## config.mk

```make
export PLATFORM = sky130hd
export DESIGN_NAME = fifo_buffer_flat
export DESIGN_NICKNAME = d
export VERILOG_FILES = /design/src/rtl/fifo_buffer_pkg.sv /design/src/rtl/fifo_buffer_if.sv /design/src/rtl/fifo_buffer_ram.sv /design/src/rtl/fifo_buffer.sv /design/src/flat_wrapper.sv
export SDC_FILE = /design/constraint.sdc
export NUM_CORES = 1
export LEC_CHECK = 0
export CORE_ASPECT_RATIO = 0.9
export CORE_MARGIN = 3
export CORE_UTILIZATION = 56
export CTS_BUF_LIST = sky130_fd_sc_hd__clkbuf_16
export DETAILED_ROUTE_END_ITERATION = 8
export PLACE_DENSITY = 0.83
export SYNTH_ARGS = -nofsm -noshare
export SYNTH_HDL_FRONTEND = slang
export SYNTH_SLANG_ARGS = --single-unit
```

## constraint.sdc

```tcl
create_clock -name clk -period 3 [get_ports clk]
set_input_delay 0.6 -clock clk [delete_from_list [all_inputs] [get_ports clk]]
set_output_delay 0.6 -clock clk [all_outputs]
set_load 0.05 [all_outputs]
```

## src/rtl/fifo_buffer_pkg.sv

```systemverilog
// Shared constants, helper functions and the operation encoding for the FWFT FIFO.
// Imported by the interface, the storage array and the FIFO control logic.
package fifo_buffer_pkg;

    localparam int DEFAULT_WIDTH = 8;
    localparam int DEFAULT_DEPTH = 4;

    // Single bit replicated to WIDTH to form the out_data value shown while empty.
    localparam logic OUT_DATA_RST_BIT = 1'b0;

    // Encoding is {push, pop} so the handshake bits cast directly onto it.
    typedef enum logic [1:0] {
        OP_IDLE = 2'b00,
        OP_POP  = 2'b01,
        OP_PUSH = 2'b10,
        OP_BOTH = 2'b11
    } fifo_op_e;

    function automatic int fifo_aw(input int depth);
        return $clog2(depth);
    endfunction

endpackage

```

## src/rtl/fifo_buffer_if.sv

```systemverilog
// Producer/consumer handshake bundle for fifo_buffer, including occupancy monitoring.
// The master modport is the environment side; the slave modport is the FIFO.
interface fifo_buffer_if #(
    parameter int WIDTH = 8,
    parameter int AW    = 2
);
    logic             in_valid;
    logic             in_ready;
    logic [WIDTH-1:0] in_data;
    logic             out_valid;
    logic             out_ready;
    logic [WIDTH-1:0] out_data;
    logic [AW:0]      count;
    logic             full;
    logic             empty;

    modport master (
        output in_valid,
        output in_data,
        output out_ready,
        input  in_ready,
        input  out_valid,
        input  out_data,
        input  count,
        input  full,
        input  empty
    );

    modport slave (
        input  in_valid,
        input  in_data,
        input  out_ready,
        output in_ready,
        output out_valid,
        output out_data,
        output count,
        output full,
        output empty
    );
endinterface

```

## src/rtl/fifo_buffer_ram.sv

```systemverilog
// DEPTH x WIDTH register array: synchronous write, asynchronous read, contents never reset.
module fifo_buffer_ram #(
    parameter int WIDTH = 8,
    parameter int DEPTH = 4,
    parameter int AW    = 2
) (
    input  logic             clk,
    input  logic             we,
    input  logic [AW-1:0]    waddr,
    input  logic [WIDTH-1:0] wdata,
    input  logic [AW-1:0]    raddr,
    output logic [WIDTH-1:0] rdata
);

    logic [WIDTH-1:0] mem_r [DEPTH];

    // Write port: only an accepted word touches the array.
    always_ff @(posedge clk) begin
        if (we) begin
            mem_r[waddr] <= wdata;
        end
    end

    assign rdata = mem_r[raddr];

endmodule

```

## src/rtl/fifo_buffer.sv

```systemverilog
// First-word-fall-through FIFO: pointer, occupancy and flag control around fifo_buffer_ram.
// Flags are registered alongside count so in_ready/out_valid depend only on state.
module fifo_buffer
    import fifo_buffer_pkg::*;
#(
    parameter int WIDTH = DEFAULT_WIDTH,
    parameter int DEPTH = DEFAULT_DEPTH,
    parameter int AW    = fifo_aw(DEPTH)
) (
    input logic           clk,
    input logic           rst_n,
    fifo_buffer_if.slave  bus
);

    localparam logic [AW:0] DEPTH_CNT = (AW+1)'(DEPTH);
    localparam logic [AW:0] ZERO_CNT  = {(AW+1){1'b0}};
    localparam logic [AW:0] ONE_CNT   = (AW+1)'(1);

    logic [AW-1:0]    wr_ptr_r;
    logic [AW-1:0]    rd_ptr_r;
    logic [AW:0]      count_r;
    logic             full_r;
    logic             empty_r;
    logic             push_s;
    logic             pop_s;
    fifo_op_e         op_s;
    logic [AW:0]      count_next_s;
    logic [WIDTH-1:0] rdata_s;

    assign push_s = bus.in_valid & ~full_r;
    assign pop_s  = bus.out_ready & ~empty_r;
    assign op_s   = fifo_op_e'({push_s, pop_s});

    // Occupancy: a simultaneous push and pop leaves the count unchanged.
    always_comb begin
        count_next_s = count_r;
        case (op_s)
            OP_PUSH: count_next_s = count_r + ONE_CNT;
            OP_POP:  count_next_s = count_r - ONE_CNT;
            OP_BOTH: count_next_s = count_r;
            OP_IDLE: count_next_s = count_r;
            default: count_next_s = count_r;
        endcase
    end

    // Pointer, count and flag state; pointers wrap by natural AW-bit rollover.
    always_ff @(posedge clk or negedge rst_n) begin
        if (!rst_n) begin
            wr_ptr_r <= {AW{1'b0}};
            rd_ptr_r <= {AW{1'b0}};
            count_r  <= ZERO_CNT;
            full_r   <= 1'b0;
            empty_r  <= 1'b1;
        end else begin
            if (push_s) begin
                wr_ptr_r <= wr_ptr_r + AW'(1);
            end else begin
                wr_ptr_r <= wr_ptr_r;
            end
            if (pop_s) begin
                rd_ptr_r <= rd_ptr_r + AW'(1);
            end else begin
                rd_ptr_r <= rd_ptr_r;
            end
            count_r <= count_next_s;
            full_r  <= (count_next_s == DEPTH_CNT);
            empty_r <= (count_next_s == ZERO_CNT);
        end
    end

    fifo_buffer_ram #(
        .WIDTH (WIDTH),
        .DEPTH (DEPTH),
        .AW    (AW)
    ) u_ram (
        .clk   (clk),
        .we    (push_s),
        .waddr (wr_ptr_r),
        .wdata (bus.in_data),
        .raddr (rd_ptr_r),
        .rdata (rdata_s)
    );

    // Stale or never-written array contents are masked whenever the queue is empty.
    assign bus.out_data  = empty_r ? {WIDTH{OUT_DATA_RST_BIT}} : rdata_s;
    assign bus.in_ready  = ~full_r;
    assign bus.out_valid = ~empty_r;
    assign bus.count     = count_r;
    assign bus.full      = full_r;
    assign bus.empty     = empty_r;

endmodule

```

## src/flat_wrapper.sv

```systemverilog
// flat-port wrapper written by rule: the top's interface ports become plain ports
module fifo_buffer_flat import fifo_buffer_pkg::*;
#(
    parameter int WIDTH = DEFAULT_WIDTH,
    parameter int DEPTH = DEFAULT_DEPTH,
    parameter int AW    = fifo_aw(DEPTH)
)
  (clk, rst_n, bus_in_valid, bus_in_data, bus_out_ready, bus_in_ready, bus_out_valid, bus_out_data, bus_count, bus_full, bus_empty);
  fifo_buffer_if #(.WIDTH(WIDTH), .AW(AW)) bus_i ();
  input logic clk;
  input logic rst_n;
  input wire logic [$bits(bus_i.in_valid)-1:0] bus_in_valid;
  input wire logic [$bits(bus_i.in_data)-1:0] bus_in_data;
  input wire logic [$bits(bus_i.out_ready)-1:0] bus_out_ready;
  output wire logic [$bits(bus_i.in_ready)-1:0] bus_in_ready;
  output wire logic [$bits(bus_i.out_valid)-1:0] bus_out_valid;
  output wire logic [$bits(bus_i.out_data)-1:0] bus_out_data;
  output wire logic [$bits(bus_i.count)-1:0] bus_count;
  output wire logic [$bits(bus_i.full)-1:0] bus_full;
  output wire logic [$bits(bus_i.empty)-1:0] bus_empty;
  assign bus_i.in_valid = bus_in_valid;
  assign bus_i.in_data = bus_in_data;
  assign bus_i.out_ready = bus_out_ready;
  assign bus_in_ready = bus_i.in_ready;
  assign bus_out_valid = bus_i.out_valid;
  assign bus_out_data = bus_i.out_data;
  assign bus_count = bus_i.count;
  assign bus_full = bus_i.full;
  assign bus_empty = bus_i.empty;
  fifo_buffer #(.WIDTH(WIDTH), .DEPTH(DEPTH), .AW(AW)) u_core (.clk(clk), .rst_n(rst_n), .bus(bus_i));
endmodule
```

==> run metrics <==
Crit path max-delay family buffers and inverters; startpoint types flop; hold depth 2; Max Freq 345 MHz; total chip power 0.00258 W; Pre-Repair DR Iteration Count 2; Rows 18; Hold EP u_core.bus.full$_DFF_PN0_; die area 3750 um2; DR vias/cell 5.15; critical path class reg2out; vias in the first global route 988; post-CTS setup buffers 0; H-tree depth 2; I/O Buffers 26; Max-Cap Viols 0; Seq/Total Area, Yosys 69.6%; Final setup viols 0; drt drc 0; Leakage 0.798 nW; RR Startpoint u_core.bus.empty$_DFF_PN1_; worst slew pin tran 0.506 ns; most frequent cells in the layout edfxtp_1 (32), clkdlybuf4s50_1 (26), and2_1 (12); Worst setup EP type output port; slowest CP cell clkdlybuf4s50_1; outcome finished, final reports clean; final period utilization a little over nine tenths; Worst Reg-to-Reg Cells 6; Worst Path Buf+Inv 2; n_diodes 0; nets 147; syn_area_per_cell approximately 18 um2; Yosys top cell area share 56.3%; CTS tree done; Initial Utilization 60.1%; GR Util All Layers around a fifth; hold wc startpoint u_core.bus.count[2]$_DFF_PN0_; total number of vias 876; synth unique cells 22; setup TNS 0 ns; Yosys warnings 0; Critical Path AT 2.30 ns; die height 58.4 um; post-synthesis register bit count 41; CTS sink cnt 41; DP HPWL a little over 2000 um; critical-path cell list buf_4 -> mux4_2 -> and2_1 -> clkdlybuf4s50_1; max_slew headroom between 60% and 70%; Gate Count Post-Synth 96; largest area contributor in the netlist edfxtp_1; CTS Root Buffer Type clkbuf_16; core footprint 2840 um2; first-pass GRT wire length 4930 um; Max VDD drop 0.641 mV; Final Hold Viols 0; hold crit path type reg2reg; power density cells 1180 nW/um2; Synth area leaders edfxtp_1 (56%), dfrtp_1 (12%), mux4_2 (11%); RSZ-0062 raised after global routing false; Post-CTS Resized 0; Post-Synthesis Cell Area 1710 um2; Area Overhead vs Synth 27.9%; share of cells above drive strength 1 15.4%; TritonCTS Buffers 5; Die Wd 64.2 um; DR iter-0 viols 43; critical path data required time around 2.4 ns; reg-to-reg critical path endpoint u_core.bus.full$_DFF_PN0_; clk slew on worst S/H paths about 0.06 ns; final-report max-slew violation count 0; drt wl/cell 16.9 um; ANT nets after route 0; latest clock arrival within the worst-skew pair 0.28 ns; Post-Route WL 2870 um; GRT overflow 0; Slowest Stage Delay on Critical Path 0.69 ns; post-synth net total roughly 110; routability cong. between 0.7 and 0.8; io pins 27; most common cell after layout, fill and taps aside edfxtp_1; initial antenna violation count 0; CTS Buffer Depth 2; largest net degree at the start of global routing 14; fin crit period 2.90 ns; hold_buf cts 0; internal reg-to-reg setup slack 0.91 ns; Layout Skew 0.00436 ns; crit-path max FO 5
-- cells in the mapped netlist --
cell type / count
nor2_1: 1
buf_6: 1
nor2b_1: 2
and2_1: 12
clkbuf_1: 1
xor2_1: 1
fa_1: 1
inv_1: 7
dfstp_2: 1
mux4_2: 8
nand2_1: 3
ha_1: 5
xnor2_1: 6
o21ai_0: 1
o41ai_1: 1
dfrtp_1: 8
edfxtp_1: 32
nor3b_1: 1
mux2_2: 1
nor3_1: 1
buf_2: 1
a22o_1: 1
-- worst register-to-register path: stages (launching register included) --
cell	delay (ns)
dfstp_2	0.54
nor2b_1	0.09
ha_1	0.26
fa_1	0.41
xnor2_1	0.26
xnor2_1	0.13
o41ai_1	0.29
-- how the worst max path moves through the flow --
stage | startpoint | to | slack (ns) | cells after the start
after floorplan | u_core.bus.full$_DFF_PN0_ | u_core.bus.full$_DFF_PN0_ | 0.80 | 8
after global placement | u_core.rd_ptr_r[0]$_DFFE_PN0P_ | bus_out_data[3] | 0.41 | 4
after CTS | u_core.rd_ptr_r[0]$_DFFE_PN0P_ | bus_out_data[3] | 0.09 | 4
after global routing | u_core.rd_ptr_r[0]$_DFFE_PN0P_ | bus_out_data[3] | 0.01 | 4
final | u_core.rd_ptr_r[0]$_DFFE_PN0P_ | bus_out_data[2] | 0.10 | 4
after detailed placement | bus_in_valid | u_core.bus.full$_DFF_PN0_ | 0.30 | 8
-- cell families (layout without fill, tap and decap cells) --
logic type / count (synthesis) / count (layout) / synth area share (%)
DFF: 41 / 41 / 69.6
xor gates and xnor gates: 7 / 7 / 3.59
adders and majority gates: 6 / 6 / 4.84
AOI/OAI and AO/OA: 3 / 3 / 1.32
and+or+nand+nor: 20 / 20 / 6.74
buffers and inverters: 10 / 44 / 2.71
muxes: 9 / 9 / 11.2
-- per-stage QoR --
| stage | util (%) | worst slack (ns) | instances | area [um2] | hold slack [ns] |
|---|---|---|---|---|---|
| detailed placement | 71.2 | 0.298 | 162 | 2020 | 0.517 |
| finish | 76.9 | 0.104 | 170 | 2180 | 0.545 |
| global route | 76.9 | 0.0118 | 170 | 2180 | 0.557 |
| global placement | 71.2 | 0.411 | 162 | 2020 | 0.488 |
| floorplan | - | 0.800 | 96 | 1710 | 0.304 |
| CTS | 76.9 | 0.0855 | 170 | 2180 | 0.542 |
-- cell type report --
type                            count  area (um2)
Multi-Input combinational cell     45         473
Clock inverter                      3        38.8
Fill cell                         174         654
Sequential cell                    41        1190
Tap cell                           40        50.0
Timing Repair Buffer               29         283
Clock buffer                        5         125
Inverter                            7        26.3
-- registers in the layout (all words and copies together) (netlist names) --
| name | count |
|---|---|
| u_core.bus.empty | 1 |
| u_core.bus.full | 1 |
| u_core.u_ram.mem_r | 32 |
| u_core.wr_ptr_r | 2 |
| u_core.rd_ptr_r | 2 |
| u_core.bus.count | 3 |
-- power by group --
| group | total (W) | internal [W] | switching, W |
|---|---|---|---|
| combinational | 0.00113 | 0.000468 | 0.000665 |
| clock | 0.000586 | 0.000387 | 0.000199 |
| sequential | 0.000862 | 0.000763 | 0.0000998 |
-- routing by layer --
metal	vias up	global-route usage [%]	share of wire [%]
li1	414	-	-
met1	435	24.6	44
met2	21	28.9	49
met3	6	6.11	4.7
met4	0	9.04	1.5
met5	-	0	0
(Power assumes the default switching activity.)
